<file path="src/rtl/bus_master_if_pkg.sv">
`default_nettype none
// ============================================================================
// Module      : bus_master_if_pkg
// Description : Shared definitions for the bus master interface. Holds the
//               access FSM state encodings and the pipeline stall-vector
//               indices of the stages that own a memory port.
// Revision    : 1.0 - initial release
// ============================================================================
package bus_master_if_pkg;

    // Access FSM state encodings
    localparam logic [1:0] c_BUS_IDLE = 2'd0;
    localparam logic [1:0] c_BUS_BUSY = 2'd1;
    localparam logic [1:0] c_BUS_HOLD = 2'd2;

    // Index in the stall vector of the stage owning each memory port
    localparam int c_STALL_BIT_FETCH = 1;
    localparam int c_STALL_BIT_MEM   = 4;

endpackage : bus_master_if_pkg
`default_nettype wire

</file>
<file path="src/rtl/bus_master_if.sv">
`default_nettype none
// ============================================================================
// Module      : bus_master_if
// Description : Wishbone-style bus master for one core memory port (fetch or
//               load/store). Turns a single-cycle core request into a
//               multi-cycle bus handshake, stalls the pipeline until the slave
//               answers, buffers read data while the owning stage is stalled,
//               aborts on flush, and pulses err_o on bus error or timeout.
//
// Ports       : clk, rst (async, active-low)
//               cpu_*      core-side request / write data / read data
//               stall_i    pipeline stall vector, bit STALL_BIT is ours
//               flush_i    abort the current access
//               stallreq_o stall request to the pipeline controller
//               err_o      one-cycle pulse on bus error or timeout
//               wb_*       Wishbone-style master port
// Revision    : 1.0 - initial release
// ============================================================================
module bus_master_if
    import bus_master_if_pkg::*;
#(
    parameter int DATA_W    = 32,
    parameter int ADDR_W    = 32,
    parameter int STALL_W   = 6,
    parameter int STALL_BIT = c_STALL_BIT_FETCH,
    parameter int TIMEOUT   = 255
) (
    input  logic                  clk,
    input  logic                  rst,
    input  logic                  cpu_ce_i,
    input  logic                  cpu_we_i,
    input  logic [ADDR_W-1:0]     cpu_addr_i,
    input  logic [DATA_W/8-1:0]   cpu_sel_i,
    input  logic [DATA_W-1:0]     cpu_data_i,
    output logic [DATA_W-1:0]     cpu_data_o,
    input  logic [STALL_W-1:0]    stall_i,
    input  logic                  flush_i,
    output logic                  stallreq_o,
    output logic                  err_o,
    input  logic [DATA_W-1:0]     wb_dat_i,
    input  logic                  wb_ack_i,
    input  logic                  wb_err_i,
    output logic [ADDR_W-1:0]     wb_adr_o,
    output logic [DATA_W-1:0]     wb_dat_o,
    output logic                  wb_we_o,
    output logic [DATA_W/8-1:0]   wb_sel_o,
    output logic                  wb_stb_o,
    output logic                  wb_cyc_o
);

    // A zero TIMEOUT disables the watchdog; keep a 1-bit counter so the
    // declarations stay legal.
    localparam int               c_CNT_W   = (TIMEOUT > 0) ? $clog2(TIMEOUT + 1) : 1;
    localparam logic [c_CNT_W-1:0] c_TMO_VAL = c_CNT_W'(TIMEOUT);

    logic [1:0]         r_state;
    logic [1:0]         w_next_state;
    logic [DATA_W-1:0]  r_rd_buf;
    logic [c_CNT_W-1:0] r_cnt;
    logic               r_err;
    logic               w_stall_own;
    logic               w_tmo_hit;
    logic               w_busy;
    logic               w_stall_unused;

    // Only our own stage's bit of the stall vector matters
    assign w_stall_own    = stall_i[STALL_BIT];
    assign w_stall_unused = ^stall_i;

    assign w_busy    = (r_state == c_BUS_BUSY);
    assign w_tmo_hit = (TIMEOUT != 0) && (r_cnt == c_TMO_VAL);

    // ------------------------------------------------------------------
    // State register
    // ------------------------------------------------------------------
    always_ff @(posedge clk or negedge rst) begin
        if (!rst) begin
            r_state <= c_BUS_IDLE;
        end else begin
            r_state <= w_next_state;
        end
    end

    // ------------------------------------------------------------------
    // Next-state and combinational core-side outputs
    // ------------------------------------------------------------------
    always_comb begin
        w_next_state = r_state;
        stallreq_o   = 1'b0;
        cpu_data_o   = r_rd_buf;
        case (r_state)
            c_BUS_IDLE: begin
                stallreq_o = cpu_ce_i & ~flush_i;
                if (cpu_ce_i && !flush_i) begin
                    w_next_state = c_BUS_BUSY;
                end
            end
            c_BUS_BUSY: begin
                stallreq_o = ~wb_ack_i & ~wb_err_i;
                if (flush_i) begin
                    // Flush outranks ack/err: the answer is dropped
                    w_next_state = c_BUS_IDLE;
                end else if (wb_ack_i) begin
                    // Forward bus data straight through in the ack cycle so
                    // a zero-wait slave costs only two cycles
                    cpu_data_o   = wb_dat_i;
                    w_next_state = w_stall_own ? c_BUS_HOLD : c_BUS_IDLE;
                end else if (wb_err_i || w_tmo_hit) begin
                    w_next_state = w_stall_own ? c_BUS_HOLD : c_BUS_IDLE;
                end
            end
            c_BUS_HOLD: begin
                if (!w_stall_own || flush_i) begin
                    w_next_state = c_BUS_IDLE;
                end
            end
            default: begin
                w_next_state = c_BUS_IDLE;
            end
        endcase
    end

    // ------------------------------------------------------------------
    // Bus outputs, read buffer, watchdog counter, error pulse
    // ------------------------------------------------------------------
    always_ff @(posedge clk or negedge rst) begin
        if (!rst) begin
            wb_adr_o <= '0;
            wb_dat_o <= '0;
            wb_we_o  <= 1'b0;
            wb_sel_o <= '0;
            wb_stb_o <= 1'b0;
            wb_cyc_o <= 1'b0;
            r_rd_buf <= '0;
            r_cnt    <= '0;
            r_err    <= 1'b0;
        end else begin
            r_err <= 1'b0;
            if (r_state == c_BUS_IDLE) begin
                if (cpu_ce_i && !flush_i) begin
                    wb_adr_o <= cpu_addr_i;
                    wb_dat_o <= cpu_data_i;
                    wb_we_o  <= cpu_we_i;
                    wb_sel_o <= cpu_sel_i;
                    wb_stb_o <= 1'b1;
                    wb_cyc_o <= 1'b1;
                    r_cnt    <= '0;
                end
            end else if (w_busy) begin
                if (flush_i || wb_ack_i || wb_err_i || w_tmo_hit) begin
                    wb_we_o  <= 1'b0;
                    wb_sel_o <= '0;
                    wb_stb_o <= 1'b0;
                    wb_cyc_o <= 1'b0;
                end
                if (flush_i) begin
                    // aborted: buffer and error flag untouched
                end else if (wb_ack_i) begin
                    if (!wb_we_o) begin
                        r_rd_buf <= wb_dat_i;
                    end
                end else if (wb_err_i || w_tmo_hit) begin
                    r_err    <= 1'b1;
                    r_rd_buf <= '0;
                end else if (r_cnt != c_TMO_VAL) begin
                    // saturating wait-cycle count
                    r_cnt <= r_cnt + c_CNT_W'(1);
                end
            end
        end
    end

    assign err_o = r_err;

endmodule : bus_master_if
`default_nettype wire

</file>
<file path="config.mk">
export PLATFORM = sky130hd
export DESIGN_NAME = bus_master_if
export DESIGN_NICKNAME = d
export VERILOG_FILES = /design/src/rtl/bus_master_if_pkg.sv /design/src/rtl/bus_master_if.sv
export SDC_FILE = /design/constraint.sdc
export NUM_CORES = 1
export LEC_CHECK = 0
export BUFFER_PORTS_ARGS = -buffer_cell sky130_fd_sc_hd__clkbuf_2
export CAP_MARGIN = 0
export CORE_MARGIN = 5
export CORE_UTILIZATION = 29
export DETAILED_ROUTE_END_ITERATION = 6
export SETUP_SLACK_MARGIN = 0.02
export SLEW_MARGIN = 20
export SYNTH_ARGS = -nofsm -noshare
export SYNTH_HDL_FRONTEND = slang
export SYNTH_SLANG_ARGS = --single-unit
</file>
<file path="constraint.sdc">
create_clock -name clk -period 2.1 [get_ports clk]
set_input_delay 0.21 -clock clk [delete_from_list [all_inputs] [get_ports clk]]
set_output_delay 0.21 -clock clk [all_outputs]
set_load 0.02 [all_outputs]
</file>
==> results.txt, run 1 <==
Entering global routing, the biggest net connects 114 pins. The fraction of layout cells with a size suffix above 1 was 0.404; the number of iterations in the first detailed-routing pass was 4. The tightest min-delay check is of the input port to flop type.

After floorplanning, the core was divided into 47 placement rows. For the maximum root-to-sink buffer count, the log shows 2. The worst max-slew margin expressed relative to the limit is 0.586. After clock tree synthesis, the clock-pin slew on the worst setup and hold paths is 60 ps. The starting density of the core was 0.292; the worst path setup slack after routing was -82.6 ps.

Summed over all instances, the cell type with the most area after synthesis is sky130_fd_sc_hd__dfrtp_1. Final clock skew: 13.0 ps. At the worst endpoint, the arrival time is 1970 ps. A synthesized cell averages 10.4 sq um. The most used standard cell by instance count after synthesis is sky130_fd_sc_hd__nand2_1. Of all nets on the critical path, the largest fanout is 8. The signal on the critical path passes through nand2b_4, nor3b_4, buf_6, clkbuf_16, mux2_4, buf_6.

The total power density per cell area is 1020 nW/um^2, and the maximum single-stage delay on the critical path is 400 ps. The slowest stage of the critical path belongs to the cell sky130_fd_sc_hd__dfrtp_2. Total nets after synthesis: 576. The checks that failed: negative setup slack. The total number of vias was 4,343. Measured along the y axis, the die boundary spans 138 microns.

The area fraction of the dominant cell type after synthesis is 0.591, and the proportion of synthesized chip area in sequential cells is 0.591. 0 antenna diodes ended up in the layout. The overall fraction of global-route tracks in use was 0.146.

The logs give 4.06 nW for the leakage power of the design and 1,486 for the number of filler instances in the final layout. After detailed routing, the total wire length is 14,400 microns. Cell area after synthesis: 4790 sq um. CTS placed an instance of sky130_fd_sc_hd__clkbuf_16 at the clock tree root. Count of final hold-check violations: 0.

Routability-driven placement finished with a final weighted congestion of 0.789. During I/O placement, the number of pins put on the boundary was 218. The post-synthesis instance total was 462; the iteration-0 DRC count of the detailed router was 180. Setup repair after global routing could not meet its margin everywhere. The core box area is 16,400 sq um, and the CTS sink count is 113.

STA classifies the critical path endpoint as an output pin. By count the netlist is led by sky130_fd_sc_hd__nand2_1 (197), sky130_fd_sc_hd__dfrtp_1 (113), sky130_fd_sc_hd__a22o_1 (37). The period utilization came out at 1.04.

Number of nets in the finished design: 853. Once detail routing completed, the nets flagged for antenna violations numbered 0. TritonCTS built the clock tree. DRC violation count after routing: 0. The die covers 19,200 sq um. The area growth from synthesis to layout is 62.7%, and the data required time of the worst path is 1890 ps. After layout, the design draws a total of 7.97 mW.

Leading register cell type out of synthesis: sky130_fd_sc_hd__dfrtp_1. Number of antenna violations at the first check in global routing: 0. In this design, the critical path's most frequently occurring cell is sky130_fd_sc_hd__buf_6. Max-cap violations in this run came to 0. The run finished, with violations left. The first global-routing pass estimated 23,100 microns of wire. The post-detailed-placement half-perimeter wirelength is 8710 microns, and the routed wire length per instance is 14.8 microns. Sorting the synthesized cells by area gives the leading types as sky130_fd_sc_hd__dfrtp_1 (59%), sky130_fd_sc_hd__nand2_1 (15%), sky130_fd_sc_hd__mux2_2 (7.5%), sky130_fd_sc_hd__a22o_1 (6.8%), sky130_fd_sc_hd__buf_2 (1.2%). For the final core utilization, the log shows 0.475. The kind of start point of the critical path was a flop. Static timing analysis puts the maximum clock frequency at 458 MHz. The die span in x is 138 microns, and the count of input and output buffers is 212.

The tools report the number of global-route vias before repair as 4,468. Shortest period the worst path allows: 2180 ps. For this run, the number of Yosys warnings is 0. Setup violations remaining at the end of the flow were counted as 32. The number of max-slew violations in the final report was 0; the fraction of synthesis flops using an asynchronous set or reset pin was 1.00.

Buffers inserted during clock tree synthesis total 17. The slew at the pin closest to its max-slew limit was 621 ps; the aggregate global routing overflow was 0. The count of distinct cell types in the synthesized netlist is 39, and the number of synthesized register bits is 113. The critical path in this run is classified as flop to output pin. The H-tree level count was 4; the via density per instance was 4.47. The peak supply drop was 0.503 mV; the count of flip-flops with a built-in enable after synthesis was 0.

Sum of negative setup slack: -1760 ps. The clock latency of the later-clocked register in the worst-skew pair was 410 ps.
## per-stage QoR
step	hold slack (ps)	cell area (sq um)	instances	worst slack [ps]
3_5_place_dp	355	6130	875	176
6_report	17.8	7790	972	-82.6
2_1_floorplan	-85.6	4790	462	299
4_1_cts	0.494	7380	969	-132
3_3_place_gp	353	6130	875	141
5_1_grt	2.50	7790	972	-190
## cell families (layout without fill, tap and decap cells)
| kind of cell | Yosys count | count (layout) | share of synthesized area |
|---|---|---|---|
| AO/OA/AOI/OAI | 54 | 54 | 0.0983 |
| XOR/XNOR | 4 | 4 | 0.00732 |
| adder cells (fa/ha/maj) | 1 | 1 | 0.00261 |
| buffers and inverters | 32 | 322 | 0.0303 |
| flip-flops | 113 | 113 | 0.591 |
| multiplexers | 33 | 33 | 0.0774 |
| AND/OR/NAND/NOR | 225 | 225 | 0.193 |
## worst paths after layout
kind	startpoint	to	slack, ps	depth (start not counted)
hold reg to reg	wb_dat_o[3]$_DFFE_PN0P_	wb_dat_o[3]$_DFFE_PN0P_	470	2
max in group asynchronous	rst	r_state[1]$_DFFE_PN0P_	1170	3
setup / recovery	r_state[1]$_DFFE_PN0P_	cpu_data_o[27]	-80	6
setup reg to reg	r_cnt[0]$_DFFE_PN0P_	wb_sel_o[1]$_DFFE_PN0P_	160	6
min in group asynchronous	rst	wb_dat_o[11]$_DFFE_PN0P_	420	3
hold / removal	cpu_addr_i[23]	wb_adr_o[23]$_DFFE_PN0P_	20	3
## worst max-delay path: cells and delay by family, from the launching register on
| family | cells | cell delay, ps |
|---|---|---|
| DFF | 1 | 400 |
| buffers and inverters | 3 | 470 |
| and+or+nand+nor | 2 | 380 |
| muxes | 1 | 310 |
## report_power, final
part,internal (mW),switching (mW)
registers,2.58,0.233
clock network,1.92,1.02
logic,1.05,1.16
total,5.56,2.41
## cell usage in the layout (no fill, tap or decap), drive strengths merged, types with 2 or more instances in the layout
cell type and instances:
nor3 2, a2111oi 2, mux2 32, o211ai 2
nand2 197, a22o 37, clkbuf 200, bufinv 3
nand3 3, a21oi 4, o31ai 2, clkinv 6
nand4 2, buf 47, o21ai 5, nand2b 3
dlygate4sd3 58, clkinvlp 4, xnor2 3, inv 4
dfrtp 113, nor3b 2, or3 2, nor2 5
## registers in the layout, summed over array words and instances (netlist names)
signal	flops
wb_we_o	1
wb_sel_o	4
wb_dat_o	32
wb_adr_o	32
r_rd_buf	32
r_cnt	8
wb_cyc_o	1
r_state	2
err_o	1
## per-layer routing
layer / GRT usage / vias up / part of all wire
met2: 0.232 / 151 / 0.48
met1: 0.187 / 2077 / 0.45
met4: 0.0442 / 0 / 0.012
li1: - / 2101 / -
met5: 0 / - / 0
met3: 0.0525 / 14 / 0.061
## cell type report
type,instances,area [sq um],area share
inverter,4,15.0,0.00193
clock inverter,13,161,0.0207
sequential,113,2830,0.363
multi-input combinational,317,1960,0.251
clock buffer,19,453,0.0582
timing repair buffer,286,2100,0.269
tap,220,275,0.0353
## what timing repair did
| item | in CTS | in global routing |
|---|---|---|
| buffers inserted | 3 | 0 |
| pin swaps | 1 | 1 |
| cloned | 1 | 3 |
| hold endpoints to repair | 170 | 0 |
| hold buffers | 58 | 0 |
| gates resized for setup | 4 | 133 |
| endpoints found under the setup margin | 32 | 36 |
Power figures use the tool's default switching activity.
==> run 2, diff against run 1 <==
--- a/config.mk
+++ b/config.mk
@@ -5,7 +5,7 @@
 export SDC_FILE = /design/constraint.sdc
 export NUM_CORES = 1
 export LEC_CHECK = 0
-export BUFFER_PORTS_ARGS = -buffer_cell sky130_fd_sc_hd__clkbuf_2
+export BUFFER_PORTS_ARGS = -buffer_cell sky130_fd_sc_hd__buf_2
 export CAP_MARGIN = 0
 export CORE_MARGIN = 5
 export CORE_UTILIZATION = 29
==> run 2 against run 1 <==
Net effect: the run still ends with negative setup slack left; maximum frequency up 0.71%; utilization down 0.79 points; clock-buffer cell count grew 2; clock skew down 5.1 ps; clock power shrank 15%; cell count fell by 0.10%; first-iteration DRC count decreased by 17%; sequential power about the same; via count unchanged; register-to-register slack gained 20 ps; critical endpoint is now cpu_data_o[28]; highest routed layer unchanged.
==> results.txt, run 2 (same netlist as run 1, synthesis figures left out) <==
The first element of the critical path is r_state[1]$_DFFE_PN0P_. The finished layout holds 971 standard cells, fillers aside. At the pin with the least slew margin, the transition time is 560 ps.

Fraction of layout cells with a size suffix above 1: 0.402. Counting instances, the worst hold path has a depth of 3. In this run, the number of DRC markers left after iteration 0 of detailed routing was 150.

The tools report the weighted congestion at the end of routability-driven global placement as 0.762. Clock tree synthesis selected as its root buffer the cell sky130_fd_sc_hd__clkbuf_16. For the instance count after placement with tap cells included, the log shows 876.

After clock tree synthesis, the clock-pin slew on the worst setup and hold paths is 50 ps. The library cell appearing most often on the critical path was sky130_fd_sc_hd__buf_6. The routed layout has 4,343 vias. The worst max-slew margin expressed relative to the limit is 0.623. The layer flagged by global routing as most heavily used is met2. After global routing the overflow that remains totals 0.

Final setup violation count: 32. The worst path needs 2170 ps of the cycle, external delays included. The run gives 852 as the number of nets in the finished design.

The total power density per cell area works out to 980 nW/um^2. The library cells used most frequently in the layout, excluding fill and tap cells, are sky130_fd_sc_hd__nand2_1 (197), sky130_fd_sc_hd__buf_2 (179), sky130_fd_sc_hd__dfrtp_1 (111). Die span in x: 138 microns.

Nature of the critical path endpoint: an output pin. The area growth from synthesis to layout is 60.0%. Worst path setup slack after routing: -67.2 ps.

In the final layout, the registers with the most flip-flops are r_rd_buf (32), wb_adr_o (32), wb_dat_o (32). CTS saw 113 sinks. The run gives 7.99 ps as the final clock skew. The run gives 0 as the number of antenna violations at the first check in global routing. The slowest stage cell on the critical path is sky130_fd_sc_hd__dfrtp_2. The clock latency of the later-clocked register in the worst-skew pair came out at 410 ps. The signal on the critical path passes through nand2b_4, nor3b_4, buf_6, clkbuf_16, mux2_4, buf_6. The period utilization is 1.03. The tools report the overall power after layout as 7.50 mW. In this run the most critical hold path is launched from cpu_addr_i[26]. The logs give 47 for the placement row count and 3.99 nW for the leakage power of the design. The top cell family by delay on the critical path was buffers and inverters. Entering global routing, the biggest net connects 73 pins. Pin placement for this block handled 218 I/O pins. Buffers inserted during clock tree synthesis total 17. The worst setup path is launched from a flop. The number of max-slew violations in the final report is 0.

Along the worst path, the maximum fanout reaches 8. The library cell used most frequently in the layout, excluding fill and tap cells, is sky130_fd_sc_hd__nand2_1. The path class of the tightest hold or removal check is input port to flop. The number of iterations in the first detailed-routing pass is 5, and the register-to-register setup slack is 180 ps.

The run gives 0.0508 as the global routing met3 resource utilization. The routed wire length per instance was 14.7 microns; the via density per instance was 4.47. For the overall fraction of global-route tracks in use, the log shows 0.145. The run finished, with violations left. For hold timing, the worst endpoint is wb_adr_o[26]$_DFFE_PN0P_.

Buffers placed on the I/O ports in this run total 212. CTS built an H-tree with a depth of 4. For the worst setup path, the data required time is 1890 ps. Destination of the worst register-to-register timing path: wb_sel_o[1]$_DFFE_PN0P_. The worst-case reg-to-reg path depth was 6. The logs give 461 MHz for the timing-limited maximum frequency and 22,800 microns for the global-route wire length before repair. For this run, the slowest stage of the critical path takes 400 ps. The run gives 0.233 as the met2 routing resource usage after global routing.

TritonCTS built the clock tree. The worst register-to-register path begins at r_cnt[0]$_DFFE_PN0P_. The count of antenna diodes in the layout was 0. The DRC violation count after routing is 0, and the met1 layer usage reported by global route is 0.183.

Setup repair after global routing could not meet its margin everywhere. The detail route stage leaves a number of antenna-violating nets equal to 0. The floorplan step defined a die boundary enclosing 19,200 sq um.

The maximum root-to-sink buffer count is 2. At the worst endpoint, the arrival time is 1960 ps. The peak supply drop came out at 0.488 mV. The final reports fail on negative setup slack.

Starting density of the core: 0.292. In this run the standard cell core region covers 16,400 sq um. The critical path contains buffers and inverters numbering 3 combined. The vertical die dimension works out to 138 microns. The final layout contains routed wiring with a total length of 14,200 microns.

The tools report the number of global-route vias before repair as 4,458. Max-cap violations in this run came to 0. Summed over all nets, the half-perimeter wirelength after detailed placement is 8910 microns.

The worst setup path is of the flop to output pin kind. Count of final hold-check violations: 0.
-- run 2: changes by cell type in the layout (fill, tap and decap cells not counted), moves of 3 or more --
cell,change
sky130_fd_sc_hd__mux2_2,+7
sky130_fd_sc_hd__clkbuf_1,+3
sky130_fd_sc_hd__clkinv_2,+4
sky130_fd_sc_hd__bufinv_16,-3
sky130_fd_sc_hd__clkbuf_2,-178
sky130_fd_sc_hd__mux2_4,-7
sky130_fd_sc_hd__buf_2,+179
-- run 2: timing repair --
action / 4_1_cts / 5_1_grt
resized for setup: 7 / 87
setup endpoints to repair: 32 / 35
pin swaps: 1 / 1
hold endpoints to repair: 85 / 0
setup buffers: 3 / 0
hold buffers: 56 / 0
gates cloned: 1 / 3
-- run 2: where the power goes --
part | switching [mW] | total [mW] | internal, mW | leakage, nW
Sequential | 0.222 | 2.80 | 2.58 | 1.44
Clock | 0.989 | 2.51 | 1.52 | 0.252
Combinational | 1.15 | 2.19 | 1.04 | 2.30
Total | 2.36 | 7.50 | 5.14 | 3.99
-- run 2: worst max path at each step --
stage | endpoint | depth (start not counted)
2_1_floorplan | cpu_data_o[10] | 5
3_3_place_gp | wb_sel_o[1]$_DFFE_PN0P_ | 6
3_5_place_dp | wb_sel_o[1]$_DFFE_PN0P_ | 6
4_1_cts | cpu_data_o[23] | 6
5_1_grt | cpu_data_o[28] | 6
6_report | cpu_data_o[28] | 6
-- run 2: worst register-to-register path: stages, from the launching register on --
cell and delay, ps:
sky130_fd_sc_hd__dfrtp_1 400, sky130_fd_sc_hd__ha_1 230, sky130_fd_sc_hd__nand3_1 170, sky130_fd_sc_hd__o21ai_0 190
sky130_fd_sc_hd__o31ai_1 520, sky130_fd_sc_hd__buf_4 230, sky130_fd_sc_hd__a22o_1 120
-- run 2: area by class of cell --
class,instances,area (sq um)
Clock inverter,11,66.3
Fill cell,1519,8750
Timing Repair Buffer,285,2090
Sequential cell,113,2830
Tap cell,220,275
Inverter,4,15.0
Multi-Input combinational cell,317,1930
Clock buffer,21,450
-- run 2: per-stage QoR --
step | utilization | instance area [sq um] | setup slack [ps] | setup TNS, ps | hold WS [ps]
floorplan | - | 4790 | 299 | 0 | -85.6
global placement | 0.375 | 6150 | 153 | 0 | 188
detailed placement | 0.375 | 6150 | 192 | 0 | 186
CTS | 0.445 | 7290 | -101 | -2790 | 3.09
global route | 0.467 | 7660 | -140 | -3910 | 7.95
finish | 0.467 | 7660 | -67.2 | -1600 | 18.8
-- run 2: per-layer routing --
layer / share of wire / vias up / wire (microns)
li1: - / 2101 / -
met1: 0.44 / 2063 / 6320
met2: 0.47 / 157 / 6740
met3: 0.066 / 22 / 936
met4: 0.018 / 0 / 251
met5: 0 / - / 0
==> run 3, diff against run 2 <==
==> constraint.sdc (replaced) <==
create_clock -name clk -period 2.2 [get_ports clk]
set_input_delay 0.22 -clock clk [delete_from_list [all_inputs] [get_ports clk]]
set_output_delay 0.22 -clock clk [all_outputs]
set_load 0.02 [all_outputs]
==> run 3 against run 2 <==
Net effect: the flow now finishes without violations; die area did not move; wire length fell by 0.11%; global-route usage fell by 0.079 points; sequential power fell by 5%; critical endpoint is now cpu_data_o[8]; largest cell class unchanged; largest power group is now the clock network.
==> results.txt, run 3 (same netlist as run 1, synthesis figures left out) <==
The detailed router put a total of 6390 microns of wire on met1. The overall fraction of global-route tracks in use is 0.145. In the final design database the tool counted 842 nets. After detailed routing, the average wire length per cell comes to 14.8 microns. After layout, the minimum clock period comes to 2200 ps. In this run the standard cell core region covers 16,400 sq um.

The sum of negative setup slack is 0 ps. The worst setup path is captured at an output pin. The period utilization is 0.998, and the iteration-0 DRC count of the detailed router is 136. The maximum number of pins on one net before global-route repair came out at 73. CTS saw 113 sinks.

The number of global-route vias before repair is 4,339, and the remaining antenna violation count is 0. The final layout contains routed wiring with a total length of 14,200 microns. The finished cells cover 7610 sq um.

Kind of start point of the critical path: a flop. The worst hold path was traced through 3 stages. At the pin with the least slew margin, the transition time is 546 ps. Reported max-cap violation count: 0.

The die is 138 microns tall. TritonCTS built the clock tree. In this run the number of H-tree levels came out at 4.

The die is 138 microns wide. The proportion of total power due to net switching works out to 0.299. From synthesis to final layout, the design area changed by 59.0%. The internal power of the cells totals 5.24 mW. Setup violations remaining at the end of the flow were counted as 0.

At the end of routability-driven placement, the weighted congestion stood at 0.766. The number of max-slew violations in the final report is 0. The largest registers in the layout are r_rd_buf (32), wb_adr_o (32), wb_dat_o (32). The instance count after placement with tap cells included was 877. The count of final hold-check violations was 0. Row generation in the floorplan step produced 47 rows.

The sequential fraction of design power came out at 0.357. Worst setup path category: flop to output pin. The post-layout instance count excluding filler cells is 961.

The count of input and output buffers is 212. Hold timing on the final database bottoms out at a slack of 18.8 ps. The clock reaches the later pin of the worst-skew pair after 400 ps.

The uppermost metal layer occupied by signal nets was met4. The worst register-to-register path has a depth of 6. The proportion of power drawn by combinational gates is 0.275. The top cell types in the final layout, fill and taps aside, are sky130_fd_sc_hd__nand2_1 (197), sky130_fd_sc_hd__buf_2 (180), sky130_fd_sc_hd__dfrtp_1 (111). Across all register-to-register paths, the minimum setup slack is 280 ps. The analysis attributes to cell leakage a power of 3.98 nW. The run gives 218 as the number of I/O pins. The first global-routing pass estimated 22,700 microns of wire.

The worst register-to-register path ends at wb_sel_o[1]$_DFFE_PN0P_. The worst-case IR drop observed on VDD is 0.493 mV. The worst hold path belongs to the class input port to flop. The maximum root-to-sink buffer count is 2. In this run the power density over the cells is 983 nW/um^2.

The count of antenna diodes in the layout was 0; the post-CTS clock slew at the launch and capture registers of the worst setup and hold paths was 60 ps. The tools report the starting density of the core as 0.292. Summing internal, switching and leakage power gives 7.48 mW. The worst max-slew margin expressed relative to the limit is 0.633.

For the final database, setup skew stands at 11.8 ps. For this run, design rule violations remaining after detail routing come to 0. Summed over all nets, wire length on met3 after detailed routing comes to 937 microns. The root buffer cell was sky130_fd_sc_hd__clkbuf_16. Along the worst path, the maximum fanout reaches 8. The origin of the worst min-delay path is cpu_data_i[6]. Fraction of layout cells with a size suffix above 1: 0.413. Setup repair after global routing could not meet its margin everywhere. The end of the worst hold path was wb_dat_o[6]$_DFFE_PN0P_. For the worst setup path, the data required time is 1980 ps. Across all setup checks in the final design, the least slack found is 4.91 ps. Total number of vias: 4,255. The worst endpoint data arrival time is 1980 ps.

The post-detailed-placement half-perimeter wirelength was 8980 microns; the area enclosed by the die boundary was 19,200 sq um. The number of antenna violations at the first check in global routing was 0; the total cell area at the placement stage was 6140 sq um. After detailed routing, the number of vias per cell comes to 4.43. The run finished with clean final reports. The post-place setup slack was 261 ps; the number of buffers added by the clock tree synthesis step was 17. For the number of iterations in the first detailed-routing pass, the log shows 5. The most common cell after layout, fill and taps aside is sky130_fd_sc_hd__nand2_1.

The logs give 2.24 mW for the total net switching power and 456 MHz for the timing-limited maximum frequency. The final core utilization is 0.464. The worst register-to-register path begins at r_cnt[0]$_DFFE_PN0P_. The run gives 0.368 as the share of power burned in the clock network. The met2 wire length is 6680 microns, and the aggregate global routing overflow is 0.
[run 3: how the worst max path moves through the flow]
| stage | from | to | slack (ps) | cells after the start |
|---|---|---|---|---|
| 2_1_floorplan | r_state[1]$_DFFE_PN0P_ | cpu_data_o[10] | 390 | 5 |
| 3_3_place_gp | r_cnt[0]$_DFFE_PN0P_ | wb_sel_o[1]$_DFFE_PN0P_ | 220 | 6 |
| 3_5_place_dp | r_cnt[0]$_DFFE_PN0P_ | wb_sel_o[1]$_DFFE_PN0P_ | 260 | 6 |
| 4_1_cts | r_state[1]$_DFFE_PN0P_ | cpu_data_o[29] | -30 | 6 |
| 5_1_grt | r_state[1]$_DFFE_PN0P_ | cpu_data_o[8] | -100 | 6 |
| 6_report | r_state[1]$_DFFE_PN0P_ | cpu_data_o[8] | 5 | 6 |
[run 3: power by group through the flow]
stage / Clock (mW) / Combinational [mW] / Sequential (mW)
after floorplan: 0 / 0.764 / 2.96
after global placement: 0 / 1.71 / 2.69
after detailed placement: 0 / 1.73 / 2.68
after CTS: 2.83 / 1.80 / 2.66
after global routing: 2.94 / 2.21 / 2.71
final: 2.75 / 2.06 / 2.67
[run 3: area by class of cell]
class	instances	area, sq um
Clock buffer	23	498
Clock inverter	9	104
Fill cell	1501	8800
Inverter	4	15.0
Multi-Input combinational cell	317	1910
Sequential cell	113	2830
Tap cell	220	275
Timing Repair Buffer	275	1970
[run 3: worst max-delay path: stages, from the launching register on]
cell and delay [ps]:
sky130_fd_sc_hd__dfrtp_2 400, sky130_fd_sc_hd__nand2b_4 150, sky130_fd_sc_hd__nor3b_4 220, sky130_fd_sc_hd__buf_6 160
sky130_fd_sc_hd__clkbuf_16 150, sky130_fd_sc_hd__mux2_2 340, sky130_fd_sc_hd__buf_6 130
[run 3: layer usage]
layer / global-route usage / vias up
met2: 0.229 / 158
met5: 0 / -
li1: - / 2080
met4: 0.0452 / 0
met3: 0.0497 / 18
met1: 0.188 / 1999
[run 3: what timing repair did]
| action | CTS | global route |
|---|---|---|
| hold buffers | 44 | 0 |
| endpoints found under the setup margin | 32 | 32 |
| setup buffers | 3 | 1 |
| endpoints found under the hold margin | 80 | 0 |
| cloned | 1 | 3 |
| pin swaps | 1 | 1 |
| resized for setup | 4 | 86 |
